==> src/rtl/delay_align_sequencer_if.sv <==
// delay_align_sequencer_if: this bundle carries the control and status signals
// between the slow-control side and the alignment sequencer, together with the
// per-lane ready/eye/mode signals of the delay controllers.
// The master modport is the register block and lane side. The slave modport is
// the sequencer.
interface delay_align_sequencer_if #(
    parameter int NUM_LANES = 8,
    parameter int TIMEOUT_W = 20
);
    logic                   start;
    logic                   abort;
    logic [NUM_LANES-1:0]   lane_mask;
    logic [5:0]             min_eye;
    logic [TIMEOUT_W-1:0]   timeout_cycles;
    logic [NUM_LANES-1:0]   lane_ready;
    logic [6*NUM_LANES-1:0] lane_eye_width;
    logic [NUM_LANES-1:0]   lane_delay_mode;
    logic                   busy;
    logic                   done;
    logic [3:0]             cur_lane;
    logic [NUM_LANES-1:0]   lane_ok;
    logic [NUM_LANES-1:0]   lane_fail;
    logic [5:0]             eye_min;

    modport master (
        output start, abort, lane_mask, min_eye, timeout_cycles, lane_ready, lane_eye_width,
        input  lane_delay_mode, busy, done, cur_lane, lane_ok, lane_fail, eye_min
    );

    modport slave (
        input  start, abort, lane_mask, min_eye, timeout_cycles, lane_ready, lane_eye_width,
        output lane_delay_mode, busy, done, cur_lane, lane_ok, lane_fail, eye_min
    );
endinterface

==> src/rtl/delay_align_sequencer.sv <==
// delay_align_sequencer: this block calibrates a link by aligning its delay
// lanes one lane at a time. For each lane that takes part, it raises the lane's
// delay_mode and masks the stale ready during AUTOINIT. It then waits for ready,
// with an optional timeout, and compares eye_width against the captured minimum.
// The block records pass/fail per lane and the narrowest passing eye.
// Optional feature: define DELAY_SEQ_RETRY_EN to re-arm a failing lane up to
// MAX_RETRY extra times before its failure is recorded.
module delay_align_sequencer #(
    parameter int NUM_LANES = 8,
    parameter int TIMEOUT_W = 20,
    parameter int MAX_RETRY = 3
) (
    input logic                    clk160,
    input logic                    totalCounterResetb_manual,
    delay_align_sequencer_if.slave bus
);
    if (NUM_LANES < 1 || NUM_LANES > 16 || TIMEOUT_W < 1 || MAX_RETRY < 0) begin : g_bad_params
        $error("delay_align_sequencer: parameter out of range");
    end

    typedef enum logic [3:0] {
        S_IDLE,
        S_SELECT,
        S_ARM,
        S_SETTLE,
        S_WAIT_READY,
        S_CHECK,
        S_NEXT,
        S_FINISH
`ifdef DELAY_SEQ_RETRY_EN
        , S_RETRY_WAIT
`endif
    } state_t;

    state_t                 state;
    logic [NUM_LANES-1:0]   mode_r;
    logic [NUM_LANES-1:0]   ok_r;
    logic [NUM_LANES-1:0]   fail_r;
    logic [NUM_LANES-1:0]   mask_r;
    logic                   busy_r;
    logic                   done_r;
    logic [3:0]             cur_lane_r;
    logic [5:0]             eye_min_r;
    logic [5:0]             min_eye_r;
    logic [TIMEOUT_W-1:0]   tmo_r;
    logic [TIMEOUT_W-1:0]   tmo_cnt;
    logic [1:0]             settle_cnt;
`ifdef DELAY_SEQ_RETRY_EN
    localparam int RETRY_W = $clog2(MAX_RETRY + 1) + 1;
    logic [RETRY_W-1:0]     retry_cnt;
    logic                   gap_cnt;
`endif

    logic [NUM_LANES-1:0]   lane_bit;
    logic [6:0]             eye_sh;
    logic [5:0]             cur_eye;
    logic                   cur_ready;
    logic                   cur_masked;

    function automatic logic [TIMEOUT_W-1:0] sat_inc(input logic [TIMEOUT_W-1:0] v);
        return (&v) ? v : v + TIMEOUT_W'(1);
    endfunction

    function automatic logic [5:0] min6(input logic [5:0] a, input logic [5:0] b);
        return (a < b) ? a : b;
    endfunction

    // The current lane is used as a one-hot mask and as a 6-bit slice offset (6*lane = 4*lane + 2*lane).
    assign lane_bit   = NUM_LANES'(1) << cur_lane_r;
    assign eye_sh     = {1'b0, cur_lane_r, 2'b00} + {2'b00, cur_lane_r, 1'b0};
    assign cur_eye    = 6'(bus.lane_eye_width >> eye_sh);
    assign cur_ready  = |(bus.lane_ready & lane_bit);
    assign cur_masked = |(mask_r & lane_bit);

    // Main sequencer: abort pre-empts every non-IDLE transition; done is a single-cycle strobe.
    always_ff @(posedge clk160 or negedge totalCounterResetb_manual) begin
        if (!totalCounterResetb_manual) begin
            state      <= S_IDLE;
            mode_r     <= '0;
            ok_r       <= '0;
            fail_r     <= '0;
            mask_r     <= '0;
            busy_r     <= 1'b0;
            done_r     <= 1'b0;
            cur_lane_r <= '0;
            eye_min_r  <= '0;
            min_eye_r  <= '0;
            tmo_r      <= '0;
            tmo_cnt    <= '0;
            settle_cnt <= '0;
`ifdef DELAY_SEQ_RETRY_EN
            retry_cnt  <= '0;
            gap_cnt    <= 1'b0;
`endif
        end else begin
            done_r <= 1'b0;
            if (state != S_IDLE && bus.abort) begin
                mode_r <= mode_r & ~lane_bit;
                busy_r <= 1'b0;
                state  <= S_IDLE;
            end else begin
                case (state)
                    S_IDLE: begin
                        busy_r <= 1'b0;
                        if (bus.start) begin
                            mask_r     <= bus.lane_mask;
                            min_eye_r  <= bus.min_eye;
                            tmo_r      <= bus.timeout_cycles;
                            ok_r       <= '0;
                            fail_r     <= '0;
                            mode_r     <= '0;
                            eye_min_r  <= 6'h3f;
                            cur_lane_r <= '0;
                            busy_r     <= 1'b1;
                            state      <= S_SELECT;
                        end
                    end
                    S_SELECT: begin
`ifdef DELAY_SEQ_RETRY_EN
                        retry_cnt <= '0;
`endif
                        state <= cur_masked ? S_ARM : S_NEXT;
                    end
                    S_ARM: begin
                        mode_r     <= mode_r | lane_bit;
                        settle_cnt <= '0;
                        state      <= S_SETTLE;
                    end
                    S_SETTLE: begin
                        // Ready is ignored here; it may still reflect the lane's previous lock.
                        if (settle_cnt == 2'd3) begin
                            tmo_cnt <= '0;
                            state   <= S_WAIT_READY;
                        end else begin
                            settle_cnt <= settle_cnt + 2'd1;
                        end
                    end
                    S_WAIT_READY: begin
                        if (cur_ready) begin
                            state <= S_CHECK;
                        end else if (tmo_r != '0 && tmo_cnt == tmo_r) begin
                            mode_r <= mode_r & ~lane_bit;
`ifdef DELAY_SEQ_RETRY_EN
                            if (retry_cnt < RETRY_W'(MAX_RETRY)) begin
                                gap_cnt <= 1'b0;
                                state   <= S_RETRY_WAIT;
                            end else begin
                                fail_r <= fail_r | lane_bit;
                                state  <= S_NEXT;
                            end
`else
                            fail_r <= fail_r | lane_bit;
                            state  <= S_NEXT;
`endif
                        end else begin
                            tmo_cnt <= sat_inc(tmo_cnt);
                        end
                    end
                    S_CHECK: begin
                        if (cur_eye >= min_eye_r) begin
                            ok_r      <= ok_r | lane_bit;
                            eye_min_r <= min6(eye_min_r, cur_eye);
                            state     <= S_NEXT;
                        end else begin
                            mode_r <= mode_r & ~lane_bit;
`ifdef DELAY_SEQ_RETRY_EN
                            if (retry_cnt < RETRY_W'(MAX_RETRY)) begin
                                gap_cnt <= 1'b0;
                                state   <= S_RETRY_WAIT;
                            end else begin
                                fail_r <= fail_r | lane_bit;
                                state  <= S_NEXT;
                            end
`else
                            fail_r <= fail_r | lane_bit;
                            state  <= S_NEXT;
`endif
                        end
                    end
`ifdef DELAY_SEQ_RETRY_EN
                    S_RETRY_WAIT: begin
                        // Hold mode low for two cycles so the lane sees a clean restart.
                        if (gap_cnt) begin
                            retry_cnt <= retry_cnt + RETRY_W'(1);
                            state     <= S_ARM;
                        end else begin
                            gap_cnt <= 1'b1;
                        end
                    end
`endif
                    S_NEXT: begin
                        if (cur_lane_r == 4'(NUM_LANES - 1)) begin
                            state <= S_FINISH;
                        end else begin
                            cur_lane_r <= cur_lane_r + 4'd1;
                            state      <= S_SELECT;
                        end
                    end
                    S_FINISH: begin
                        if (ok_r == '0) eye_min_r <= 6'd0;
                        done_r <= 1'b1;
                        state  <= S_IDLE;
                    end
                    default: state <= S_IDLE;
                endcase
            end
        end
    end

    assign bus.lane_delay_mode = mode_r;
    assign bus.busy            = busy_r;
    assign bus.done            = done_r;
    assign bus.cur_lane        = cur_lane_r;
    assign bus.lane_ok         = ok_r;
    assign bus.lane_fail       = fail_r;
    assign bus.eye_min         = eye_min_r;
endmodule

==> src/flat_wrapper.sv <==
// flat-port wrapper written by rule: the top's interface ports become plain ports
module delay_align_sequencer_flat 
#(
    parameter int NUM_LANES = 8,
    parameter int TIMEOUT_W = 20,
    parameter int MAX_RETRY = 3
)
  (clk160, totalCounterResetb_manual, bus_start, bus_abort, bus_lane_mask, bus_min_eye, bus_timeout_cycles, bus_lane_ready, bus_lane_eye_width, bus_lane_delay_mode, bus_busy, bus_done, bus_cur_lane, bus_lane_ok, bus_lane_fail, bus_eye_min);
  delay_align_sequencer_if #(.NUM_LANES(NUM_LANES), .TIMEOUT_W(TIMEOUT_W)) bus_i ();
  input logic clk160;
  input logic totalCounterResetb_manual;
  input wire logic [$bits(bus_i.start)-1:0] bus_start;
  input wire logic [$bits(bus_i.abort)-1:0] bus_abort;
  input wire logic [$bits(bus_i.lane_mask)-1:0] bus_lane_mask;
  input wire logic [$bits(bus_i.min_eye)-1:0] bus_min_eye;
  input wire logic [$bits(bus_i.timeout_cycles)-1:0] bus_timeout_cycles;
  input wire logic [$bits(bus_i.lane_ready)-1:0] bus_lane_ready;
  input wire logic [$bits(bus_i.lane_eye_width)-1:0] bus_lane_eye_width;
  output wire logic [$bits(bus_i.lane_delay_mode)-1:0] bus_lane_delay_mode;
  output wire logic [$bits(bus_i.busy)-1:0] bus_busy;
  output wire logic [$bits(bus_i.done)-1:0] bus_done;
  output wire logic [$bits(bus_i.cur_lane)-1:0] bus_cur_lane;
  output wire logic [$bits(bus_i.lane_ok)-1:0] bus_lane_ok;
  output wire logic [$bits(bus_i.lane_fail)-1:0] bus_lane_fail;
  output wire logic [$bits(bus_i.eye_min)-1:0] bus_eye_min;
  assign bus_i.start = bus_start;
  assign bus_i.abort = bus_abort;
  assign bus_i.lane_mask = bus_lane_mask;
  assign bus_i.min_eye = bus_min_eye;
  assign bus_i.timeout_cycles = bus_timeout_cycles;
  assign bus_i.lane_ready = bus_lane_ready;
  assign bus_i.lane_eye_width = bus_lane_eye_width;
  assign bus_lane_delay_mode = bus_i.lane_delay_mode;
  assign bus_busy = bus_i.busy;
  assign bus_done = bus_i.done;
  assign bus_cur_lane = bus_i.cur_lane;
  assign bus_lane_ok = bus_i.lane_ok;
  assign bus_lane_fail = bus_i.lane_fail;
  assign bus_eye_min = bus_i.eye_min;
  delay_align_sequencer #(.NUM_LANES(NUM_LANES), .TIMEOUT_W(TIMEOUT_W), .MAX_RETRY(MAX_RETRY)) u_core (.clk160(clk160), .totalCounterResetb_manual(totalCounterResetb_manual), .bus(bus_i));
endmodule
==> config.mk <==
export PLATFORM = sky130hd
export DESIGN_NAME = delay_align_sequencer_flat
export DESIGN_NICKNAME = d
export VERILOG_FILES = /design/src/rtl/delay_align_sequencer_if.sv /design/src/rtl/delay_align_sequencer.sv /design/src/flat_wrapper.sv
export SDC_FILE = /design/constraint.sdc
export NUM_CORES = 1
export LEC_CHECK = 0
export BUFFER_PORTS_ARGS = -buffer_cell sky130_fd_sc_hd__buf_2
export CAP_MARGIN = 20
export CORE_MARGIN = 5
export CORE_UTILIZATION = 45
export DETAILED_ROUTE_END_ITERATION = 6
export PLACE_DENSITY_LB_ADDON = 0.15
export SYNTH_ARGS = -nofsm -noshare
export SYNTH_HDL_FRONTEND = slang
export SYNTH_SLANG_ARGS = --single-unit
==> constraint.sdc <==
create_clock -name clk160 -period 4.2 [get_ports clk160]
set_clock_uncertainty 0.1 [all_clocks]
set_input_delay 0.63 -clock clk160 [delete_from_list [all_inputs] [get_ports clk160]]
set_output_delay 0.63 -clock clk160 [all_outputs]
set_load 0.1 [all_outputs]
==> results.toml, run 1 <==
[cells_and_area]
area_growth_syn_to_layout_pct = 27.3
fillCellCount = 1253
fin_util_pct = 58.8
diodes = 0
register_area_sq_um = 2390
final_cell_mix = "nand2_1 (147), buf_2 (128), dfrtp_1 (91)"
final_cells = 1059
final_common_cell = "nand2_1"
drive_above_1_share_pct = 34.4
nets = 993
multi_input_area_sq_um = 3920

[floorplan]
die_h_um = 130
fp-row-count = 43
start_util_pct = 46.2
dieWidth_um = 130
dieArea_sq_um = 16800
ios = 130
coreArea_sq_um = 13900

[synthesis]
yosysWarnings = 0
synth_cells = 693
synth-edff-count = 0
async_flop_share_pct = 100
ys_seq_area_share_pct = 36.9
yosysUniqueCellTypes = 64
dominantRegCellSynth = "dfrtp_1"
syn_avg_cell_area_sq_um = 9.29
synth_nets = 812
synth_seq_cells = 95
netlist_area_sq_um = 6440

[place]
place_inst = 1003
dpl_worst_slack_ns = -0.210
place.gp.congestion = 0.871
io_buffer_count = 129
dpl.hpwl_mm = 13.8

[power]
switching_share_pct = 41.9
powerDensity_nw_per_um2 = 480
cellInternalPower_uw = 2280
p_total_uw = 3930
ir_drop_mv = 0.396
p_seq_share_pct = 34.5
netSwitchingPower_uw = 1650
p_clk_share_pct = 19.6
power_leakage_uw = 0.00388
p_comb_share_pct = 45.9

[detailed_routing]
ant_nets = 0
drt-initial-drc-count = 499
firstDrtPassIters = 5
wl_mm = 18.8
drc = 0
num_vias = 6115
wire_per_inst_um = 17.8
routed_via_density = 5.77

[sta]
worstMarginPinSlew_ns = 0.855
max_freq_mhz = 236
finalSetupTns_ns = -0.123
finalCriticalPeriod_ns = 4.24
finalMaxSlewViolations = 0
rsz0062_at_grt = "true"
layout_setup_ws_ns = -0.0369
slew_headroom_pct = 42.8
setup_violations = 4
fin_crit_sh_pct = 101
hold_violations = 0

[critical_path]
cp_cell_sequence = "buf_6, fa_1, buf_6, mux4_2, nand2_1, nand3_1, nand4_1, o21a_1, ha_1, nand2b_1, a211o_1, a211oi_2, nor3_2, o31ai_2, o41ai_4, buf_4, mux2_4"
path_class = "flip-flop to flip-flop"
path_max_fanout = 8
crit_arrival_ns = 4.37
worst_path_largest_cell_delay_ns = 0.55
path_common_cell = "buf_6"
critPathTopFamily = "compound AO/OA/AOI/OAI gates"
crit_buf_inv = 3
cp-start-kind = "flip-flop"
cp-end-kind = "flip-flop"
slowest_stage = "fa_1"
required_ns = 4.33

[grt]
antenna_found_initial = 1
grt_pass1_vias = 6144
grt_pass1_wl_mm = 30.9
grt.overflow.total = 0
grt_max_degree = 79
track_usage_pct = 23.0

[clocking]
cts_max_path_buffers = 2
tritoncts = "built"
cts_sinks = 95
cts_max_level = 3
postCtsHoldBufs = 0
clkSlewWorstSetupHoldPaths_ns = 0.07
clk_latency_ns = 0.35
cts_made_buffers = 9
cts_root_buf = "clkbuf_16"

[flow_run]
maxCapViolations = 0

[outcome]
violations = "setup timing"
status = "finished, violations left"

[min_path]
hp-class = "input port to asynchronous set/reset pin"
layout make-up:
cell class / instances / area share [%]
clock inverters: 7 / 0.580
flip-flops and latches: 95 / 29.2
clock buffers: 9 / 2.75
multi-input cells: 538 / 47.8
repair buffers: 209 / 15.9
inverters: 21 / 1.05
well taps: 180 / 2.75
per-stage QoR:
stage | hold slack, ns | area [sq um]
after floorplan | 0.234 | 6540
after global routing | 0.00487 | 8190
after global placement | 0.359 | 7510
after CTS | 0.361 | 8100
after detailed placement | 0.372 | 7510
final | 0.0107 | 8190
worst paths after layout:
kind	slack [ns]	cells after the start	end	from
max	-0.04	17	u_core.bus.eye_min[4]$_DFFE_PN0P_	u_core.bus.cur_lane[1]$_DFFE_PN0P_
min	0.01	1	u_core.bus.lane_ok[2]$_DFFE_PN0P_	totalCounterResetb_manual
max reg2reg	-0.04	17	u_core.bus.eye_min[4]$_DFFE_PN0P_	u_core.bus.cur_lane[1]$_DFFE_PN0P_
min reg2reg	0.38	2	u_core.bus.lane_fail[2]$_DFFE_PN0P_	u_core.bus.lane_fail[2]$_DFFE_PN0P_
max in group asynchronous	3.10	3	u_core.tmo_cnt[16]$_DFFE_PN0P_	totalCounterResetb_manual
min in group clk160	0.37	3	u_core.tmo_r[18]$_DFFE_PN0P_	bus_timeout_cycles[18]
state kept, by name (all words and copies together) (netlist names):
signal and cells:
u_core.bus.cur_lane 4, u_core.tmo_cnt 20, u_core.settle_cnt 2, u_core.min_eye_r 6, u_core.bus.done 1, u_core.bus.busy 1
u_core.bus.lane_ok 8, u_core.bus.lane_fail 8, u_core.state 3, u_core.mask_r 8, u_core.tmo_r 20, u_core.bus.eye_min 6
u_core.bus.lane_delay_mode 8
Yosys cell counts (3+ instances only):
master      n  area share (%)
a21o_1      4            0.47
a21oi_1    48             3.7
a22o_1      3            0.41
a22oi_1     6            0.70
a31oi_1    14             1.4
and2_1      6            0.58
and3_1      6            0.58
and4_1      3            0.41
buf_2      10            0.78
buf_4       3            0.35
clkbuf_1   22             1.3
dfrtp_1    95              37
ha_1       24             4.7
inv_1      20             1.2
mux2_2      7             1.2
mux2i_1    14             2.2
mux4_1      7             2.9
mux4_2     26             9.1
nand2_1   147             8.6
nand2b_1    4            0.39
nand3_1    22             1.7
nand4_1     7            0.68
nor2_1     42             2.4
nor2b_1     6            0.58
nor3_1      6            0.47
nor4_1     14             1.4
o211ai_1    3            0.35
o21ai_0    40             3.1
o31ai_1     6            0.70
or3_1      11             1.1
xnor2_1     4            0.54
xor2_1     22             3.0
layer usage:
| layer | GRT usage, % | up-vias | share of wire [%] |
|---|---|---|---|
| li1 | - | 2872 | - |
| met1 | 32.8 | 2949 | 44 |
| met2 | 36.2 | 264 | 47 |
| met3 | 4.62 | 28 | 7.3 |
| met4 | 5.62 | 2 | 1.5 |
| met5 | 0 | - | 0.069 |
kinds of logic after synthesis:
| kind of cell | share of synthesized area [%] |
|---|---|
| adders and majority gates | 4.98 |
| AOI/OAI and AO/OA | 14.1 |
| buffers and inverters | 4.10 |
| DFF | 36.9 |
| and+or+nand+nor | 20.4 |
| muxes | 15.5 |
| xor gates and xnor gates | 3.97 |
power by group through the flow:
stage | Sequential, uW | Clock, uW | Combinational [uW]
2_1_floorplan | 1500 | 0 | 1010
3_3_place_gp | 1360 | 0 | 1540
3_5_place_dp | 1370 | 0 | 1580
4_1_cts | 1350 | 789 | 1740
5_1_grt | 1390 | 821 | 1970
6_report | 1360 | 769 | 1800
what timing repair did:
action,4_1_cts,5_1_grt
resized for setup,12,20
hold endpoints to repair,0,0
endpoints found under the setup margin,6,30
pin swaps,9,6
buffers inserted,40,1
No activity file was read; power rests on OpenSTA's default activity.
==> run 2, diff against run 1 <==
clock period = 3.85 ns   (was 4.2 ns; I/O delays follow)
==> results.toml, run 2 (synthesis gave the netlist of run 1 again) <==
[critical_path]
r2r-end = "u_core.bus.eye_min[4]$_DFFE_PN0P_"
crit_arrival_ns = 4.39
slowest_stage = "fa_1"
cp-start-kind = "flip-flop"
path_max_fanout = 6
cp-end-kind = "flip-flop"
required_ns = 4.00
rr_startpoint = "u_core.bus.cur_lane[1]$_DFFE_PN0P_"
rrSetupSlack_ns = -0.39
path_class = "flip-flop to flip-flop"
worstRegToRegCells = 17
path_common_cell = "buf_6"
worst_path_largest_cell_delay_ns = 0.55
cp_cell_sequence = "buf_6, fa_1, buf_6, mux4_2, nand2_1, nand3_1, nand4_1, o21a_1, ha_1, nand2b_4, a211o_1, a211oi_2, nor3_2, o31ai_2, o41ai_4, buf_4, mux2_4"

[detailed_routing]
routed_via_density = 5.85
ant_nets = 0
wl_mm = 18.6
drc = 0
firstDrtPassIters = 5
num_vias = 6183
drt-initial-drc-count = 451
wire_per_inst_um = 17.6

[place]
dpl.hpwl_mm = 14.2
dpl_cell_area_sq_um = 7590
io_buffer_count = 129
place.gp.congestion = 0.877
place_inst = 1015

[cells_and_area]
drive_above_1_share_pct = 35.2
diodes = 0
fillCellCount = 1258
fin_area_sq_um = 8260
nets = 991
multi_input_area_sq_um = 3970
final_cells = 1057
register_area_sq_um = 2390
reg_top3 = "u_core.tmo_cnt x20, u_core.tmo_r x20"
final_common_cell = "nand2_1"
final_cell_mix = "nand2_1 (147), buf_2 (128), dfrtp_1 (91)"
area_growth_syn_to_layout_pct = 28.3

[clocking]
tritoncts = "built"
postCtsHoldBufs = 0
cts_made_buffers = 9
cts_max_path_buffers = 2
clkSlewWorstSetupHoldPaths_ns = 0.07
clk_latency_ns = 0.36
cts_max_level = 3
cts_sinks = 95
cts_root_buf = "clkbuf_16"

[sta]
max_freq_mhz = 236
finalMaxSlewViolations = 0
layout_setup_ws_ns = -0.394
fin_crit_sh_pct = 110
hold_violations = 0
setup_violations = 30
rsz0062_at_grt = "true"
worstMarginPinSlew_ns = 0.797
slew_headroom_pct = 46.7
finalSetupTns_ns = -7.11
finalCriticalPeriod_ns = 4.24

[grt]
grt_pass1_vias = 6164
grt.overflow.total = 0
grt_pass1_wl_mm = 30.8
grt_max_degree = 51
antenna_found_initial = 1
track_usage_pct = 22.8

[floorplan]
dieWidth_um = 130
die_h_um = 130
fp-row-count = 43
coreArea_sq_um = 13900
ios = 130
dieArea_sq_um = 16800
start_util_pct = 46.2

[outcome]
status = "finished, violations left"
violations = "setup timing"

[min_path]
hp-class = "input port to asynchronous set/reset pin"

[flow_run]
maxCapViolations = 0

[power]
power_leakage_uw = 0.00390
powerDensity_nw_per_um2 = 538
ir_drop_mv = 0.391
## run 2: layout make-up
| class | instances | area share (%) |
|---|---|---|
| Multi-Input combinational cell | 538 | 48.0 |
| Sequential cell | 95 | 28.9 |
| Timing Repair Buffer | 207 | 15.3 |
| Clock buffer | 10 | 2.77 |
| Tap cell | 180 | 2.73 |
| Clock inverter | 6 | 1.18 |
| Inverter | 21 | 1.05 |
## run 2: per-layer routing
metal	global-route usage, %	wire length [um]
met1	32.5	8410
met2	35.4	8470
met3	4.00	1320
met4	7.82	395
met5	0	13
## run 2: worst max-delay path, delay by kind of cell, from the launching register on
family / cells / cell delay, ns
compound gates: 5 / 1.00
fa+ha+maj: 2 / 0.78
buf+inv: 3 / 0.45
flops: 1 / 0.50
mux: 2 / 0.80
simple gates: 5 / 0.50
## run 2: stage by stage
step / utilization (%) / setup WS, ns / hold WS, ns / total power, uW
6_report: 59.2 / -0.394 / 0.0546 / 4440
5_1_grt: 59.2 / -0.579 / 0.0840 / 4720
4_1_cts: 58.8 / -0.338 / 0.0633 / 4410
3_5_place_dp: 54.5 / -0.598 / 0.367 / 3230
3_3_place_gp: 54.5 / -0.405 / 0.363 / 3180
2_1_floorplan: - / -0.715 / 0.182 / 2750
## run 2: how the worst max path moves through the flow
stage | slack, ns | startpoint | depth (start not counted) | endpoint
5_1_grt | -0.58 | u_core.bus.cur_lane[1]$_DFFE_PN0P_ | 17 | u_core.bus.eye_min[1]$_DFFE_PN0P_
6_report | -0.39 | u_core.bus.cur_lane[1]$_DFFE_PN0P_ | 17 | u_core.bus.eye_min[4]$_DFFE_PN0P_
2_1_floorplan | -0.71 | u_core.bus.cur_lane[0]$_DFFE_PN0P_ | 17 | u_core.bus.eye_min[0]$_DFFE_PN0P_
4_1_cts | -0.34 | u_core.bus.cur_lane[1]$_DFFE_PN0P_ | 17 | u_core.bus.eye_min[0]$_DFFE_PN0P_
3_5_place_dp | -0.60 | u_core.bus.cur_lane[0]$_DFFE_PN0P_ | 17 | u_core.bus.eye_min[3]$_DFFE_PN0P_
3_3_place_gp | -0.41 | u_core.bus.cur_lane[0]$_DFFE_PN0P_ | 17 | u_core.bus.eye_min[0]$_DFFE_PN0P_
## run 2: timing repair
item / 4_1_cts / 5_1_grt
setup endpoints to repair: 30 / 30
setup buffers: 27 / 2
pin swaps: 16 / 7
endpoints found under the hold margin: 0 / 0
gates resized for setup: 28 / 16
## run 2: report_power, final
group / switching, uW / internal [uW]
registers: 251 / 1230
logic: 1130 / 815
clock network: 429 / 581
